===== src/rtl/ppu_bg_pkg.sv =====
// ppu_bg_pkg: shared constants, state encoding and address helpers for the
// background frame sequencer and its tile counter.
package ppu_bg_pkg;

    localparam logic [15:0] NT_BASE      = 16'h2000;
    localparam logic [15:0] NT_STRIDE    = 16'h0400;
    localparam int          TILE_COLS    = 32;
    localparam int          TILE_ROWS    = 30;
    localparam int          TILE_PX      = 8;
    localparam int          TILE_PX_LOG2 = 3;

    typedef enum logic [2:0] {
        ST_IDLE    = 3'd0,
        ST_ISSUE   = 3'd1,
        ST_WAIT    = 3'd2,
        ST_ADVANCE = 3'd3,
        ST_DONE    = 3'd4
    } bg_state_e;

    // Base address of nametable nt (0..3).
    function automatic logic [15:0] nt_base_addr(input logic [1:0] nt);
        return NT_BASE + (16'(nt) * NT_STRIDE);
    endfunction

    // Pixel origin of a tile index: index * TILE_PX.
    function automatic logic [7:0] tile_origin(input logic [4:0] idx);
        return 8'(idx) << TILE_PX_LOG2;
    endfunction

endpackage


===== src/rtl/bg_tile_counter.sv =====
// bg_tile_counter: raster-order screen row/column counter over the tile grid.
// Exposes next-state values so the parent can register command outputs on
// the same edge the counter moves, plus a flag for the final tile.
module bg_tile_counter
    import ppu_bg_pkg::*;
(
    input  logic       clk,
    input  logic       rst_n,
    input  logic       clear_i,
    input  logic       advance_i,
    output logic [4:0] next_row_o,
    output logic [4:0] next_col_o,
    output logic       last_o
);

    localparam logic [4:0] LAST_COL = 5'(TILE_COLS - 1);
    localparam logic [4:0] LAST_ROW = 5'(TILE_ROWS - 1);

    logic [4:0] row_q, row_d;
    logic [4:0] col_q, col_d;

    // Next position: clear wins, otherwise step along the row and wrap.
    always_comb begin
        row_d = row_q;
        col_d = col_q;
        if (clear_i) begin
            row_d = '0;
            col_d = '0;
        end else if (advance_i) begin
            if (col_q == LAST_COL) begin
                col_d = '0;
                row_d = (row_q == LAST_ROW) ? 5'd0 : row_q + 5'd1;
            end else begin
                col_d = col_q + 5'd1;
            end
        end
    end

    // Counter state register.
    always_ff @(posedge clk or negedge rst_n) begin
        if (!rst_n) begin
            row_q <= '0;
            col_q <= '0;
        end else begin
            row_q <= row_d;
            col_q <= col_d;
        end
    end

    assign next_row_o = row_d;
    assign next_col_o = col_d;
    assign last_o     = (row_q == LAST_ROW) && (col_q == LAST_COL);

endmodule


===== src/rtl/background_frame_sequencer.sv =====
// background_frame_sequencer: walks the 32x30 tile grid once per frame and
// issues one command per tile to the tile FSM.
// Optional feature macro: BG_COARSE_SCROLL_EN (coarse scroll remap of the
// tile index with nametable toggling on wrap). Video origins are never scrolled.
//
// Handshake with the tile FSM: tile_start is a 1-cycle pulse during which the
// address/origin outputs are valid; they stay stable until the next pulse.
// The tile FSM answers with a 1-cycle tile_done, which is only honoured in
// WAIT (i.e. at least one cycle after tile_start); any other tile_done is dropped.
module background_frame_sequencer
    import ppu_bg_pkg::*;
(
    input  logic        clk,
    input  logic        rst,
    input  logic        frame_start,
    input  logic [1:0]  nametable_sel,
    input  logic [7:0]  scroll_x,
    input  logic [7:0]  scroll_y,
    input  logic        tile_done,
    output logic        tile_start,
    output logic [15:0] nametable_base_addr,
    output logic [15:0] nametable_start_addr,
    output logic [7:0]  video_mem_row_start,
    output logic [7:0]  video_mem_col_start,
    output logic        busy,
    output logic        frame_done,
    output bg_state_e   dbg_state
);

    bg_state_e   state_q, state_d;
    logic        accept;
    logic        cnt_adv;
    logic        load_cmd;
    logic        last_tile;
    logic [4:0]  next_row, next_col;
    logic [1:0]  sel_q, sel_d;
    logic [4:0]  tile_row, tile_col;
    logic [1:0]  nt_eff;
    logic [15:0] cmd_base, cmd_addr;
    logic [15:0] base_q, addr_q;
    logic [7:0]  vrow_q, vcol_q;

`ifdef BG_COARSE_SCROLL_EN
    logic [4:0]  sx_q, sx_d, sy_q, sy_d;
    logic [4:0]  sy_eff;
    logic [5:0]  col_sum, row_sum;
    logic        unused_fine;
    // Fine scroll bits are applied downstream.
    assign unused_fine = ^{scroll_x[2:0], scroll_y[2:0]};
`else
    logic        unused_scroll;
    assign unused_scroll = ^{scroll_x, scroll_y};
`endif

    bg_tile_counter u_counter (
        .clk        (clk),
        .rst_n      (rst),
        .clear_i    (accept),
        .advance_i  (cnt_adv),
        .next_row_o (next_row),
        .next_col_o (next_col),
        .last_o     (last_tile)
    );

    // Next-state logic: one tile command per ISSUE, wait for done, step.
    always_comb begin
        state_d = state_q;
        accept  = 1'b0;
        cnt_adv = 1'b0;
        case (state_q)
            ST_IDLE: begin
                if (frame_start) begin
                    accept  = 1'b1;
                    state_d = ST_ISSUE;
                end
            end
            ST_ISSUE:   state_d = ST_WAIT;
            ST_WAIT:    if (tile_done) state_d = ST_ADVANCE;
            ST_ADVANCE: begin
                cnt_adv = 1'b1;
                state_d = last_tile ? ST_DONE : ST_ISSUE;
            end
            ST_DONE:    state_d = ST_IDLE;
            default:    state_d = ST_IDLE;
        endcase
    end

    assign load_cmd = (state_d == ST_ISSUE);
    assign sel_d    = accept ? nametable_sel : sel_q;
`ifdef BG_COARSE_SCROLL_EN
    assign sx_d     = accept ? scroll_x[7:3] : sx_q;
    assign sy_d     = accept ? scroll_y[7:3] : sy_q;
`endif

    // Map the next screen position to the nametable tile actually fetched.
    always_comb begin
        tile_row = next_row;
        tile_col = next_col;
        nt_eff   = sel_d;
`ifdef BG_COARSE_SCROLL_EN
        sy_eff   = (sy_d >= 5'(TILE_ROWS)) ? 5'(TILE_ROWS - 1) : sy_d;
        col_sum  = {1'b0, next_col} + {1'b0, sx_d};
        row_sum  = {1'b0, next_row} + {1'b0, sy_eff};
        tile_col = col_sum[4:0];
        if (col_sum[5]) begin
            nt_eff[0] = ~nt_eff[0];
        end
        if (row_sum >= 6'(TILE_ROWS)) begin
            tile_row  = 5'(row_sum - 6'(TILE_ROWS));
            nt_eff[1] = ~nt_eff[1];
        end else begin
            tile_row  = row_sum[4:0];
        end
`endif
        cmd_base = nt_base_addr(nt_eff);
        cmd_addr = cmd_base + {6'b0, tile_row, 5'b0} + {11'b0, tile_col};
    end

    // State, latched frame parameters and the registered tile command.
    always_ff @(posedge clk or negedge rst) begin
        if (!rst) begin
            state_q <= ST_IDLE;
            sel_q   <= '0;
`ifdef BG_COARSE_SCROLL_EN
            sx_q    <= '0;
            sy_q    <= '0;
`endif
            base_q  <= '0;
            addr_q  <= '0;
            vrow_q  <= '0;
            vcol_q  <= '0;
        end else begin
            state_q <= state_d;
            sel_q   <= sel_d;
`ifdef BG_COARSE_SCROLL_EN
            sx_q    <= sx_d;
            sy_q    <= sy_d;
`endif
            if (load_cmd) begin
                base_q <= cmd_base;
                addr_q <= cmd_addr;
                vrow_q <= tile_origin(next_row);
                vcol_q <= tile_origin(next_col);
            end
        end
    end

    assign tile_start           = (state_q == ST_ISSUE);
    assign frame_done           = (state_q == ST_DONE);
    assign busy                 = (state_q != ST_IDLE);
    assign dbg_state            = state_q;
    assign nametable_base_addr  = base_q;
    assign nametable_start_addr = addr_q;
    assign video_mem_row_start  = vrow_q;
    assign video_mem_col_start  = vcol_q;

endmodule

===== config.mk =====
export PLATFORM = sky130hd
export DESIGN_NAME = background_frame_sequencer
export DESIGN_NICKNAME = d
export VERILOG_FILES = /design/src/rtl/ppu_bg_pkg.sv /design/src/rtl/bg_tile_counter.sv /design/src/rtl/background_frame_sequencer.sv
export SDC_FILE = /design/constraint.sdc
export NUM_CORES = 1
export LEC_CHECK = 0
export ABC_AREA = 0
export BUFFER_PORTS_ARGS = -buffer_cell sky130_fd_sc_hd__buf_2
export CORE_ASPECT_RATIO = 0.75
export CORE_MARGIN = 5
export CORE_UTILIZATION = 40
export CTS_BUF_LIST = sky130_fd_sc_hd__clkbuf_8
export DETAILED_ROUTE_END_ITERATION = 6
export HOLD_SLACK_MARGIN = 0.1
export PLACE_DENSITY = 0.7
export SYNTH_ARGS = -nofsm -noshare
export SYNTH_HDL_FRONTEND = slang
export SYNTH_HIERARCHICAL = 1
export SYNTH_SLANG_ARGS = --single-unit

===== constraint.sdc =====
create_clock -name clk -period 2.55 [get_ports clk]
set_input_delay 0.255 -clock clk [delete_from_list [all_inputs] [get_ports clk]]
set_output_delay 0.255 -clock clk [all_outputs]
set_load 0.02 [all_outputs]

# After elaboration in Yosys (flattened, before gate mapping)

Index checks and enable logic that the tools add are counted.

Bits in registers: 57
Bits of input ports: 22
Output and inout bits: 54
Word-level logic and storage cells: 38

Add/subtract/negate cells: 5
Eq/ne operators: 7
Muxes and demuxes: 15
Reduce and logical (&&, ||, !) cells: 3

Operators by type and width:

| cell                                           | count |
|---|---|
| two-way mux 5 bit                              | 7 |
| adder 15 x 10 -> 16 bit                        | 1 |
| adder 16 x 5 -> 16 bit                         | 1 |
| adder 14 x 12 -> 15 bit (first input constant) | 1 |
| one-hot mux 3 bit (4 select lines)             | 1 |
| adder 5 x 1 -> 5 bit (second input constant)   | 2 |
| == test 5 bit (second input constant)          | 2 |
| two-way mux 3 bit                              | 3 |
| == test 3 x 1 -> 1 bit (second input constant) | 2 |
| == test 3 x 2 -> 1 bit (second input constant) | 2 |
| == test 3 bit (second input constant)          | 1 |
| logical NOT 3 bit                              | 1 |
| two-way mux 1 bit                              | 3 |
| nonzero test 3 bit                             | 1 |
| two-way mux 2 bit                              | 1 |
| logical AND 1 bit                              | 1 |

# Longest topological paths before layout

Depth after elaboration: 7
Gate-level depth with buffers: 8
Gate-level depth less buffers: 7

# Modules after synthesis

The synthesis kept the hierarchy.

By module, submodules not included:

| module                     | instances | cells each | area each (sq um) | sequential area each (sq um) |
|---|---|---|---|---|
| background_frame_sequencer | 1         | 85         | 1062.3            | 450.4 |
| bg_tile_counter            | 1         | 59         | 581.8             | 250.2 |

# Least setup slack after synthesis

OpenSTA, ideal clock, no wires.

Path kind: reg-to-reg
Start point: reg u_counter.col_q[0]
End point: reg addr_q[0] (netlist: nametable_start_addr[0])
Library setup time: 125 ps
Data arrival time: 2069 ps
Data required time: 2425 ps
Slack: 356 ps
Cell stages (with the launch flop): 9
Path buffers: 1
Period minus slack after synthesis: 2194 ps
Cells stage by stage: dfrtp_1 > ha_1 > and3_1 > ha_1 > and2_1 > nand3b_1 > a21oi_4 > buf_12 > mux2_4

Cells in the longest elaborated chain, start to end: 5
Elaborated cells between the ends (all ways): 10
Those cells by class: add/sub: 2; eq/ne: 2; mux: 5; reduce/logical: 1

RTL lines:

| what                               | line                              | text |
|---|---|---|
| start: declaration                 | bg_tile_counter.sv:20             | `logic [4:0] col_q, col_d;` |
| start signal: assignment           | bg_tile_counter.sv:46             | `col_q <= col_d;` |
| == test 5 bit                      | bg_tile_counter.sv:52             | `assign last_o = (row_q == LAST_ROW) && (col_q == LAST_COL);` |
| logical AND 1 bit                  | bg_tile_counter.sv:52             |  |
| via last_tile                      | background_frame_sequencer.sv:34  | `logic last_tile;` |
| two-way mux 3 bit                  | background_frame_sequencer.sv:81  | `state_d = last_tile ? ST_DONE : ST_ISSUE;` |
| one-hot mux 3 bit (4 select lines) | background_frame_sequencer.sv:70  | `case (state_q)` |
| == test 3 x 1 -> 1 bit             | background_frame_sequencer.sv:88  | `assign load_cmd = (state_d == ST_ISSUE);` |
| end signal: assignment             | background_frame_sequencer.sv:141 | `addr_q <= cmd_addr;` |
| end: declaration                   | background_frame_sequencer.sv:40  | `logic [15:0] base_q, addr_q;` |

The timed path passes the listed nets, and every way through them passes these cells.
A chain may end at the register's enable or synchronous reset.

# Final worst setup path

Start point: reg u_counter.col_q[0]
End point: reg addr_q[8] (netlist: nametable_start_addr[8])

The elaborated chain is that of the path after synthesis.

==> impl_metrics.csv <==
group,metric,value,unit
status,status,"finished clean",
timing,fin_crit_sh,0.9150,
worst_hold_path,min_path_type,"input pin to flip-flop",
timing,worst_pin_slew,0.6115,ns
critical_path,required,2.71,ns
logic_synthesis,ys.flop_type,"dfrtp_1",
timing,tns,0,ns
floorplan,die_y,65.52,µm
placement,io_buffer_count,37,
clocking,insertion_delay,0.27,ns
global_routing,grt_overflow,0,
critical_path,endpoint_kind,"flip-flop",
logic_synthesis,ys_ff_latch,28,
placement,placed_cell_area,1698,µm²
pwr,p_per_area,1005,nW/µm²
clocking,cts_tree,"built",
cells_and_area,areaGrowthSynthToFinish,6.393,%
timing,clock.fmax,428.6,MHz
critical_path,cp.arrival,2.49,ns
logic_synthesis,synth_cell_type_count,40,
logic_synthesis,ys_seq_area_frac,0.4262,
floorplan,die-area,5506,µm²
clocking,clock-root-buffer,"clkbuf_8",
timing,min_period,2.333,ns
cells_and_area,multiInputGateArea,698.2,µm²
drt,wl_per_cell,12.29,µm
drt,first_pass_iters,4,
drt,ant_nets,0,
clocking,clockBufferDepth,2,
critical_path,path_class,"flip-flop to flip-flop",
critical_path,ff2ff_setup_slack,0.22,ns
pwr,p_leak,0.9017,nW
clocking,clk_pin_slew,0.09,ns
floorplan,core_area,4004,µm²
timing,drv_slew,0,
global_routing,grtUsageTotal,0.09800,
logic_synthesis,syn_area,1644,µm²
job,drv_cap,0,
critical_path,crit_fanout,11,
cells_and_area,final_net_count,198,
floorplan,pin_count,76,
timing,hold_viol_final,0,
clocking,clock_sinks,28,
placement,place.gp.congestion,0.7863,
drt,vias,998,
drt,wirelength,2754,µm
global_routing,grt_pass1_wl,4450,µm
pwr,vdd_drop_max,0.6133,mV
placement,place_ws,0.2414,ns
clocking,htree_levels,1,
logic_synthesis,async_flop_share,1.000,
logic_synthesis,synth_edf_count,0,
clocking,cts-hold-fix-buffers,1,
cells_and_area,regArea,700.7,µm²
placement,dp_hpwl,1998,µm
floorplan,fp.dieW,84.03,µm
timing,skew,0.002304,ns
critical_path,startpoint_type,"flip-flop",
cells_and_area,n_fill_cell,392,
cells_and_area,final_cell_area,1749,µm²
global_routing,grt_pass1_vias,966,
timing,relSlewSlack,0.5923,
clocking,cts_resized,0,
drt,viasPerCell,4.455,
drt,drt-initial-drc-count,27,
logic_synthesis,synthCells,144,
global_routing,grt_max_degree,29,
cells_and_area,num_antenna_cells,0,
floorplan,rows,20,
clocking,cts_setup_buffers,0,
timing,rsz0062_at_grt,"no",
global_routing,antenna_found_initial,0,
timing,setup_viol,0,
clocking,cts_inserted_buffers,3,
cells_and_area,drive_above_1_share,0.3728,
drt,drc,0,
logic_synthesis,avgSynthCellArea,11.42,µm²
logic_synthesis,yosys_warnings,6,
timing,fin_ws,0.2167,ns
floorplan,initial_core_util,0.4106,
[state kept, by name, summed over array words and instances, names as in the netlist]
register	count
nametable_start_addr	13
sel_q	2
dbg_state	3
u_counter/col_q	5
u_counter/row_q	5
[cells in the final DEF (no fill, tap or decap), drive strengths merged]
cell type / instances
inv: 2
o21ai: 2
dfrtp: 28
nor2: 6
nor3: 1
o31ai: 1
and4: 1
or2: 2
dlygate4sd3: 1
buf: 40
nand3b: 3
mux2i: 2
and4bb: 1
or3: 4
or4: 2
a21oi: 7
ha: 5
a31oi: 2
conb: 22
and3b: 1
nor3b: 3
clkbuf: 3
nand4: 1
and3: 1
nor4bb: 1
and2: 2
xnor2: 1
or3b: 1
nor4b: 1
nand2: 4
o211ai: 1
mux2: 14
o2111a: 1
nand3: 2
[metal layers]
layer,vias up,share of wire,GRT usage
met2,38,0.44,0.1496
li1,492,-,-
met5,-,0,0
met3,3,0.081,0.03509
met4,0,0.0025,0.01205
met1,465,0.47,0.1369
[area by class of cell]
type | count | share of cell area
Inverter | 2 | 0.005722
Sequential cell | 28 | 0.4006
Tap cell | 55 | 0.03934
Clock buffer | 3 | 0.02361
Multi-Input combinational cell | 95 | 0.3991
Timing Repair Buffer | 41 | 0.1316
[metrics by stage]
| step | total power, mW | std cells | utilization | hold WS [ns] |
|---|---|---|---|---|
| after floorplan | 1.427 | 165 | - | -0.04059 |
| after global placement | 1.526 | 220 | 0.4241 | 0.3094 |
| after detailed placement | 1.542 | 220 | 0.4241 | 0.3164 |
| after CTS | 1.790 | 224 | 0.4369 | 0.2246 |
| after global routing | 1.884 | 224 | 0.4369 | 0.2145 |
| final | 1.758 | 224 | 0.4369 | 0.2310 |
[critical path, cell delays in order (launching register included)]
cell and delay (ns):
dfrtp_1 0.43, ha_1 0.23, and3_1 0.21, ha_1 0.25, and2_1 0.19, nand3b_1 0.21
a21oi_4 0.21, buf_12 0.16, mux2_2 0.33
[power breakdown]
group	switching, mW	internal, mW
combinational	0.458	0.390
clock	0.129	0.106
sequential	0.117	0.558
[synth_stat cells (2+ instances only)]
cell type | instances | area, µm²
or2_2 | 2 | 12.51
mux2i_1 | 2 | 20.02
or4_1 | 2 | 15.01
buf_6 | 2 | 22.52
buf_4 | 35 | 262.8
nand3b_1 | 3 | 22.52
nor3b_1 | 3 | 22.52
ha_1 | 5 | 62.56
a31oi_1 | 2 | 12.51
mux2_2 | 6 | 67.56
nor2_1 | 6 | 22.52
nand2_1 | 4 | 15.01
mux2_4 | 8 | 120.1
a21oi_1 | 6 | 30.03
or3_1 | 4 | 25.02
dfrtp_1 | 28 | 700.7
nand3_1 | 2 | 10.01
and2_1 | 2 | 12.51
[path summary, 6_finish.rpt]
check / from / end / cells past startpoint
max: u_counter/col_q[0] / nametable_start_addr[8] / 8
max reg2reg: u_counter/col_q[0] / nametable_start_addr[8] / 8
min in group asynchronous: rst / nametable_start_addr[11] / 2
min reg2reg: nametable_start_addr[13] / nametable_start_addr[13] / 1
max in group asynchronous: rst / dbg_state[2] / 2
min: nametable_sel[0] / sel_q[0] / 2
[cell families (layout without fill, tap and decap cells)]
kind of cell / Yosys count / after routing / synth area share
buffers and inverters: 42 / 46 / 0.1971
and+or+nand+nor: 37 / 37 / 0.1469
DFF: 28 / 28 / 0.4262
muxes: 16 / 16 / 0.1263
AOI/OAI and AO/OA: 14 / 14 / 0.05784
adders and majority gates: 5 / 5 / 0.03805
other: 1 / 22 / 0.002281
xor gates and xnor gates: 1 / 1 / 0.005328
Note: power is estimated with default switching activity, not from simulation.
